$ cat config.mk
export PLATFORM = sky130hd
export DESIGN_NAME = prog_loader_flat
export DESIGN_NICKNAME = d
export VERILOG_FILES = /design/src/rtl/prog_loader_pkg.sv /design/src/rtl/prog_loader_if.sv /design/src/rtl/prog_loader.sv /design/src/flat_wrapper.sv
export SDC_FILE = /design/constraint.sdc
export NUM_CORES = 1
export LEC_CHECK = 0
export ABC_CLOCK_PERIOD_IN_PS = 2300
export CELL_PAD_IN_SITES_DETAIL_PLACEMENT = 0
export CELL_PAD_IN_SITES_GLOBAL_PLACEMENT = 2
export CORE_MARGIN = 4
export CORE_UTILIZATION = 33
export CTS_CLUSTER_DIAMETER = 60
export DETAILED_ROUTE_END_ITERATION = 7
export DONT_BUFFER_PORTS = 1
export HOLD_SLACK_MARGIN = 0.03
export PLACE_DENSITY_LB_ADDON = 0.1
export RECOVER_POWER = 25
export SLEW_MARGIN = 10
export SYNTH_ARGS = -nofsm -noshare
export SYNTH_HDL_FRONTEND = slang
export SYNTH_SLANG_ARGS = --single-unit
$ cat constraint.sdc
create_clock -name clk -period 2.3 [get_ports clk]
set_input_delay 0.345 -clock clk [delete_from_list [all_inputs] [get_ports clk]]
set_output_delay 0.345 -clock clk [all_outputs]
set_load 0.05 [all_outputs]
$ cat src/rtl/prog_loader_pkg.sv
// Shared types and constants for the program-memory loader and the accumulator core.
package prog_loader_pkg;

  localparam int INSTR_W   = 11;
  localparam int PM_ADDR_W = 8;

  localparam logic [7:0] HEADER_BYTE_DEF = 8'hA5;

  localparam logic [2:0] OP_ADD = 3'd0;
  localparam logic [2:0] OP_SUB = 3'd1;
  localparam logic [2:0] OP_LDI = 3'd2;
  localparam logic [2:0] OP_ST  = 3'd3;
  localparam logic [2:0] OP_BL  = 3'd4;

  typedef enum logic [2:0] {
    S_HUNT,
    S_COUNT,
    S_HI,
    S_LO,
    S_CSUM,
    S_DONE,
    S_ERROR
  } state_t;

endpackage

$ cat src/rtl/prog_loader_if.sv
// Byte-stream input, program-memory write port and run/status lines of the loader.
interface prog_loader_if;
  import prog_loader_pkg::*;

  logic                 rx_valid;
  logic [7:0]           rx_data;
  logic                 rx_ready;
  logic                 pm_we;
  logic [PM_ADDR_W-1:0] pm_addr;
  logic [INSTR_W-1:0]   pm_wdata;
  logic                 cpu_run;
  logic                 load_error;

  // master = stream source / system side, slave = the loader
  modport master (
    output rx_valid, rx_data,
    input  rx_ready, pm_we, pm_addr, pm_wdata, cpu_run, load_error
  );

  modport slave (
    input  rx_valid, rx_data,
    output rx_ready, pm_we, pm_addr, pm_wdata, cpu_run, load_error
  );

endinterface

$ cat src/rtl/prog_loader.sv
// Frame parser that writes program memory and releases the core only after a clean checksum.
module prog_loader
  import prog_loader_pkg::*;
#(
  parameter logic [7:0] HEADER_BYTE = HEADER_BYTE_DEF
) (
  input  logic         clk,
  input  logic         reset_n,
  prog_loader_if.slave bus
);

  state_t                r_state, w_state_nxt;
  logic [7:0]            r_cnt, r_idx, r_sum;
  logic [2:0]            r_hi;
  logic                  r_live;
  logic                  r_pm_we;
  logic [PM_ADDR_W-1:0]  r_pm_addr;
  logic [INSTR_W-1:0]    r_pm_wdata;

  logic                  w_acc, w_hdr, w_last;
  logic [7:0]            w_sum_add;

  assign w_acc     = bus.rx_valid && bus.rx_ready;
  assign w_hdr     = (bus.rx_data == HEADER_BYTE);
  assign w_sum_add = r_sum + bus.rx_data;
  // count 0 means 256: the 256th pair has idx 255, and 255+1 wraps to 0
  assign w_last    = ((r_idx + 8'd1) == r_cnt);

  always_ff @(posedge clk or negedge reset_n) begin
    if (!reset_n) r_state <= S_HUNT;
    else          r_state <= w_state_nxt;
  end

  always_comb begin
    w_state_nxt = r_state;
    if (w_acc) begin
      case (r_state)
        S_HUNT, S_ERROR: if (w_hdr) w_state_nxt = S_COUNT;
        S_COUNT:         w_state_nxt = S_HI;
        S_HI:            w_state_nxt = (bus.rx_data[7:3] != 5'd0) ? S_ERROR : S_LO;
        S_LO:            w_state_nxt = w_last ? S_CSUM : S_HI;
        S_CSUM:          w_state_nxt = (w_sum_add == 8'd0) ? S_DONE : S_ERROR;
        default:         w_state_nxt = r_state;
      endcase
    end
  end

  always_ff @(posedge clk or negedge reset_n) begin
    if (!reset_n) begin
      r_live     <= 1'b0;
      r_cnt      <= '0;
      r_idx      <= '0;
      r_sum      <= '0;
      r_hi       <= '0;
      r_pm_we    <= 1'b0;
      r_pm_addr  <= '0;
      r_pm_wdata <= '0;
    end else begin
      r_live  <= 1'b1;
      r_pm_we <= 1'b0;
      if (w_acc) begin
        case (r_state)
          S_HUNT, S_ERROR: if (w_hdr) begin
            r_idx <= '0;
            r_sum <= '0;
          end
          S_COUNT: begin
            r_cnt <= bus.rx_data;
            r_sum <= w_sum_add;
          end
          S_HI: begin
            r_hi  <= bus.rx_data[2:0];
            r_sum <= w_sum_add;
          end
          S_LO: begin
            r_sum      <= w_sum_add;
            r_pm_we    <= 1'b1;
            r_pm_addr  <= r_idx;
            r_pm_wdata <= {r_hi, bus.rx_data};
            r_idx      <= r_idx + 8'd1;
          end
          S_CSUM:  r_sum <= w_sum_add;
          default: ;
        endcase
      end
    end
  end

  always_comb begin
    bus.rx_ready   = r_live && (r_state != S_DONE);
    bus.cpu_run    = (r_state == S_DONE);
    bus.load_error = (r_state == S_ERROR);
    bus.pm_we      = r_pm_we;
    bus.pm_addr    = r_pm_addr;
    bus.pm_wdata   = r_pm_wdata;
  end

endmodule

$ cat src/flat_wrapper.sv
// flat-port wrapper written by rule: the top's interface ports become plain ports
module prog_loader_flat import prog_loader_pkg::*;
#(
  parameter logic [7:0] HEADER_BYTE = HEADER_BYTE_DEF
)
  (clk, reset_n, bus_rx_valid, bus_rx_data, bus_rx_ready, bus_pm_we, bus_pm_addr, bus_pm_wdata, bus_cpu_run, bus_load_error);
  prog_loader_if bus_i ();
  input  logic clk;
  input  logic reset_n;
  input wire logic [$bits(bus_i.rx_valid)-1:0] bus_rx_valid;
  input wire logic [$bits(bus_i.rx_data)-1:0] bus_rx_data;
  output wire logic [$bits(bus_i.rx_ready)-1:0] bus_rx_ready;
  output wire logic [$bits(bus_i.pm_we)-1:0] bus_pm_we;
  output wire logic [$bits(bus_i.pm_addr)-1:0] bus_pm_addr;
  output wire logic [$bits(bus_i.pm_wdata)-1:0] bus_pm_wdata;
  output wire logic [$bits(bus_i.cpu_run)-1:0] bus_cpu_run;
  output wire logic [$bits(bus_i.load_error)-1:0] bus_load_error;
  assign bus_i.rx_valid = bus_rx_valid;
  assign bus_i.rx_data = bus_rx_data;
  assign bus_rx_ready = bus_i.rx_ready;
  assign bus_pm_we = bus_i.pm_we;
  assign bus_pm_addr = bus_i.pm_addr;
  assign bus_pm_wdata = bus_i.pm_wdata;
  assign bus_cpu_run = bus_i.cpu_run;
  assign bus_load_error = bus_i.load_error;
  prog_loader #(.HEADER_BYTE(HEADER_BYTE)) u_core (.clk(clk), .reset_n(reset_n), .bus(bus_i));
endmodule
# ---- Yosys cells after proc, flatten, opt, wreduce, memory -nomap -nowiden
# Cells that the tools add are included.
dict set report totals {
  ram_bits 0
  latchBits 0
  n_memories 0
  register_bits 51
  mem_bits_ro 0
}
dict set report op_classes {
  n_addsub 2
  div_mod_pow 0
  reduce_logical 16
  n_shift 0
  n_mux 10
  eq_ne 10
  n_mul 0
  magnitude_cmp 0
  n_bitwise 0
}
# operator n
set ops {}
lappend ops {{8-bit one-hot mux with 2 select lines} 2}
lappend ops {{3-bit one-hot mux with 5 select lines} 1}
lappend ops {{5-bit nonzero test} 2}
lappend ops {{3-bit equality test (second input constant)} 3}
lappend ops {{3-bit 2-to-1 mux} 3}
lappend ops {{3-bit AND reduction} 3}
lappend ops {{8-bit by 1-bit adder with 8-bit output (second input constant)} 1}
lappend ops {{8-bit adder} 1}
lappend ops {{8-bit equality test} 1}
lappend ops {{8-bit equality test (second input constant)} 1}
lappend ops {{8-bit logical NOT} 1}
lappend ops {{8-bit 2-to-1 mux} 1}
lappend ops {{3-bit by 2-bit equality test with 1-bit output (second input constant)} 2}
lappend ops {{2-bit AND reduction} 3}
lappend ops {{2-bit nonzero test} 2}
lappend ops {{4-bit OR reduction} 1}
lappend ops {{3-bit by 1-bit equality test with 1-bit output (second input constant)} 1}
lappend ops {{3-bit logical NOT} 1}
lappend ops {{3-bit != test (second input constant)} 1}
lappend ops {{1-bit logical AND} 2}
lappend ops {{1-bit 2-to-1 mux} 2}
lappend ops {{2-bit 2-to-1 mux} 1}
lappend ops {{2-bit by 1-bit != test with 1-bit output (second input constant)} 1}
lappend ops {{2-bit OR reduction} 1}

# ---- Logic depth before layout (Yosys ltp)
dict set report logic_depth {
  depth_word 4
  ltp_mapped 8
}

# ---- Worst setup path before layout
# OpenSTA, ideal clock, no wires.
dict set report synth_path {
  path_kind {register to register}
  start {register u_core.r_sum[0]}
  end {register u_core.r_state[0]}
  stages_incl_launch_ff 9
  path_buffers 0
  t_required_ns 2.218
  arrival_time_ns 2.163
  setup_slack_ns 0.055
  path_cell_list {dfrtp_1 ha_1 fa_1 a211oi_2 nor4_1 a2111oi_4 nand2_1 or3b_1 a31oi_1}
}
dict set report synth_via {
  elab_chain_cells 4
}
# element line
set synth_lines {}
lappend synth_lines {{from (decl)} prog_loader.sv:13} ;# logic [7:0] r_cnt, r_idx, r_sum;
lappend synth_lines {{from (signal assigned)} prog_loader.sv:69} ;# r_sum <= w_sum_add;
lappend synth_lines {{from (signal assigned)} prog_loader.sv:73} ;# r_sum <= w_sum_add;
lappend synth_lines {{from (signal assigned)} prog_loader.sv:76} ;# r_sum <= w_sum_add;
lappend synth_lines {{8-bit adder} prog_loader.sv:25} ;# assign w_sum_add = r_sum + bus.rx_data;
lappend synth_lines {{8-bit logical NOT} prog_loader.sv:42} ;# S_CSUM: w_state_nxt = (w_sum_add == 8'd0) ? S_DONE : S_ERROR;
lappend synth_lines {{2-bit 2-to-1 mux} prog_loader.sv:42}
lappend synth_lines {{3-bit one-hot mux with 5 select lines} prog_loader.sv:37} ;# case (r_state)
lappend synth_lines {{to (signal assigned)} prog_loader.sv:31} ;# else r_state <= w_state_nxt;
lappend synth_lines {{to (decl)} prog_loader.sv:12} ;# state_t r_state, w_state_nxt;
# Every way passes these cells.
# A chain may end at the register's enable or synchronous reset.

# ---- Worst setup path after layout
# Same ends and word-level chain as after synthesis.

==> results by group <==
Power and ir drop
  • Internal Power: 0.00241 W
  • VDD IR max: 0.000439 V
  • Pwr/cell area: 1350 nW/um^2
  • Reg power frac: 0.424
  • Power, Total: 0.00426 W
  • Psw: 0.00185 W
  • Combinational group share of total power: 0.398
  • Sw frac: 0.434
  • Leak Pwr: 1.46 nW
  • Clock Power Share: 0.177

GRT
  • Largest net degree at the start of global routing: 52
  • First-pass GRT wire length: 11900 microns
  • Vias in the first global route: 2215
  • Total track usage: 0.151
  • Initial antenna violation count: 0
  • Total grt overflow: 0

Routing
  • DRT Pass-1 Iters: 4
  • Via Count: 2108
  • Final wirelength: 7030 microns
  • Detail Route Antenna Nets: 0
  • # DRC: 0
  • DR vias/cell: 5.10
  • Drt initial violations: 64
  • WL/cell: 17.0 microns

Min path
  • Min-delay src: bus_rx_data[3]
  • Worst hold stages: 2
  • Worst Hold Endpoint: u_core.bus.pm_wdata[3]
  • Worst hold path class: primary input to flop

Logic synthesis
  • Mapped cell area: 2790 sq um
  • Most frequent cells after synthesis: 79 x nand2_1, 51 x dfrtp_1, 14 x o21ai_0
  • Synth area leader: dfrtp_1
  • Top cell type's share of synthesized area: 0.457
  • Number of synthesized flops with an enable pin: 0
  • Flops & latches, synth: 51
  • Synth top area cells: dfrtp_1 46%, nand2_1 11%, mux2_2 4.4%
  • Synthesized net count: 318
  • Count leader, synth: nand2_1
  • Yosys cell types: 54
  • Main flop type after synthesis: dfrtp_1
  • Post-synth ARST share: 1.00
  • Cells after synthesis: 298
  • Sequential area share after synthesis: 0.457
  • YS warnings: 0
  • Synth Area per Inst: 9.37 sq um

STA
  • FMAX: 424 MHz
  • Final Setup Violations: 1
  • Clock skew: 0.0102 ns
  • Endpoints failing hold: 0
  • Max Slew Vio Count: 0
  • Post-layout min period: 2.36 ns
  • RSZ-0062 raised after global routing: yes
  • Slew margin rel.: 0.125
  • Setup total negative slack: -0.0588 ns
  • Worst slew pin tran: 1.31 ns
  • Period utilization: 1.03
  • Final WS setup: -0.0588 ns

Layout
  • Area Growth Syn to Fin: 13.0%
  • Antenna cells: 0
  • Non-Filler Instances: 413
  • Share of layout cells above drive strength 1: 0.153
  • Number of fill cells: 862
  • Fin nets: 327
  • Register area: 1280 sq um
  • Multi-input logic area: 1460 sq um

Clocking
  • Clk pin slew, worst setup/hold paths: 0.10 ns
  • CTS Buf Count: 5
  • CTS Sinks: 51
  • Clock Latency Late Sink: 0.31 ns
  • CTS Root Cell: clkbuf_8
  • CTS tree: built
  • Max H-tree Level: 2
  • Clk buf depth: 2

Setup path
  • WP data required: 2.54 ns
  • WS Path Type: flop to flop
  • Data arrival, critical path: 2.60 ns
  • R2r endpoint: u_core.r_state[0]
  • CP Launch Type: flop
  • CP endpoint kind: flop
  • R2R Setup Slk: -0.06 ns
  • Reg2Reg Depth: 8
  • Reg2reg start: u_core.r_sum[0]
  • Max FO, Critical Path: 3

Die
  • Die height: 100 microns
  • Initial core utilization: 0.340
  • Core area: 8220 sq um
  • Row cnt: 33
  • Die width: 100 microns
  • Die area: 9990 sq um
  • Io pins: 34

Placed design
  • Hpwl dp: 5010 microns
  • I/O Buffers: 0
  • Number of cells after detailed placement: 402
  • GPL Wtd Cong: 0.780

Run status
  • Status: finished, violations left
  • Failing checks: setup timing

Job
  • Max cap viols: 0
## per-layer routing
layer	part of all wire	GRT usage
met1	0.49	0.209
met2	0.46	0.240
met3	0.032	0.0327
met4	0.012	0.0404
met5	0	0
## registers in the layout, indices dropped and copies added (netlist names)
| register | cells |
|---|---|
| u_core.bus.pm_addr | 8 |
| u_core.bus.pm_wdata | 11 |
| u_core.bus.pm_we | 1 |
| u_core.r_cnt | 8 |
| u_core.r_hi | 3 |
| u_core.r_idx | 8 |
| u_core.r_live | 1 |
| u_core.r_state | 3 |
| u_core.r_sum | 8 |
## critical path: stages, from the launching register on
cell and delay, ns:
dfrtp_1 0.40, ha_2 0.19, fa_2 0.37, a211oi_4 0.28, nor4_2 0.10, a2111oi_4 0.30, nand2_1 0.13, or3b_1 0.36
a31oi_1 0.16
## kinds of logic (layout without fill, tap and decap cells)
logic type	Yosys count	count (layout)	share of synthesized area
and+or+nand+nor	128	128	0.212
buffers and inverters	20	30	0.0291
adders and majority gates	9	9	0.0430
xor gates and xnor gates	20	20	0.0627
AOI/OAI and AO/OA	57	57	0.146
other	1	1	0.00134
DFF	51	51	0.457
muxes	12	12	0.0480
## worst max-delay path by stage
stage | slack, ns | to | startpoint | cells past startpoint
floorplan | 0.05 | u_core.r_state[0] | u_core.r_sum[0] | 8
global placement | -0.06 | u_core.r_state[0] | u_core.r_sum[0] | 8
detailed placement | -0.08 | u_core.r_state[0] | u_core.r_sum[0] | 8
CTS | -0.08 | u_core.r_state[0] | u_core.r_sum[0] | 8
global route | -0.15 | u_core.r_state[0] | u_core.r_sum[0] | 8
finish | -0.06 | u_core.r_state[0] | u_core.r_sum[0] | 8
## cell type report
cell class / instances / area share
Clock inverter: 3 / 0.0214
Inverter: 5 / 0.00595
Multi-Input combinational cell: 227 / 0.464
Timing Repair Buffer: 17 / 0.0405
Tap cell: 105 / 0.0417
Sequential cell: 51 / 0.405
Clock buffer: 5 / 0.0218
## metrics by stage
stage / instance area [sq um] / setup WS [ns] / hold slack (ns) / util
6_report: 3150 / -0.0588 / 0.140 / 0.384
3_5_place_dp: 2970 / -0.0827 / 0.0515 / 0.361
2_1_floorplan: 2790 / 0.0547 / 0.0494 / -
5_1_grt: 3150 / -0.150 / 0.114 / 0.384
3_3_place_gp: 2970 / -0.0598 / 0.0515 / 0.361
4_1_cts: 3160 / -0.0767 / 0.129 / 0.384
## cells in the final DEF (no fill, tap or decap), types with 2 or more instances in the layout
master	Yosys	final
nand2_1	79	79
dfrtp_1	51	51
buf_4	0	15
o21ai_0	14	14
mux2_2	11	11
nor2_1	10	10
xnor2_1	10	10
xor2_1	10	10
a21oi_1	10	10
ha_1	8	7
and2_1	5	5
nor2b_1	5	5
o31ai_1	5	5
clkbuf_8	0	5
nand3b_1	4	4
nand3_1	4	4
nor3_1	4	4
a22o_1	4	4
o21ai_1	4	4
inv_1	3	3
and3_1	3	3
o22ai_1	3	3
inv_2	2	2
nand4_1	2	2
nor3b_1	2	2
bufinv_16	0	2
## what timing repair did
item                                    CTS  global route
buffers inserted                          0             1
endpoints found under the hold margin    51             0
pin swaps                                 1             2
endpoints found under the setup margin    2             2
resized for setup                         3             3
gates cloned                              0             0
hold buffers                              2             0
## power by group through the flow
stage	Clock [W]	Combinational, W	Sequential (W)
2_1_floorplan	0	0.00127	0.00176
3_3_place_gp	0	0.00163	0.00183
3_5_place_dp	0	0.00163	0.00184
4_1_cts	0.000770	0.00169	0.00182
5_1_grt	0.000817	0.00192	0.00186
6_report	0.000755	0.00170	0.00181
Note: power is estimated with default switching activity, not from simulation.
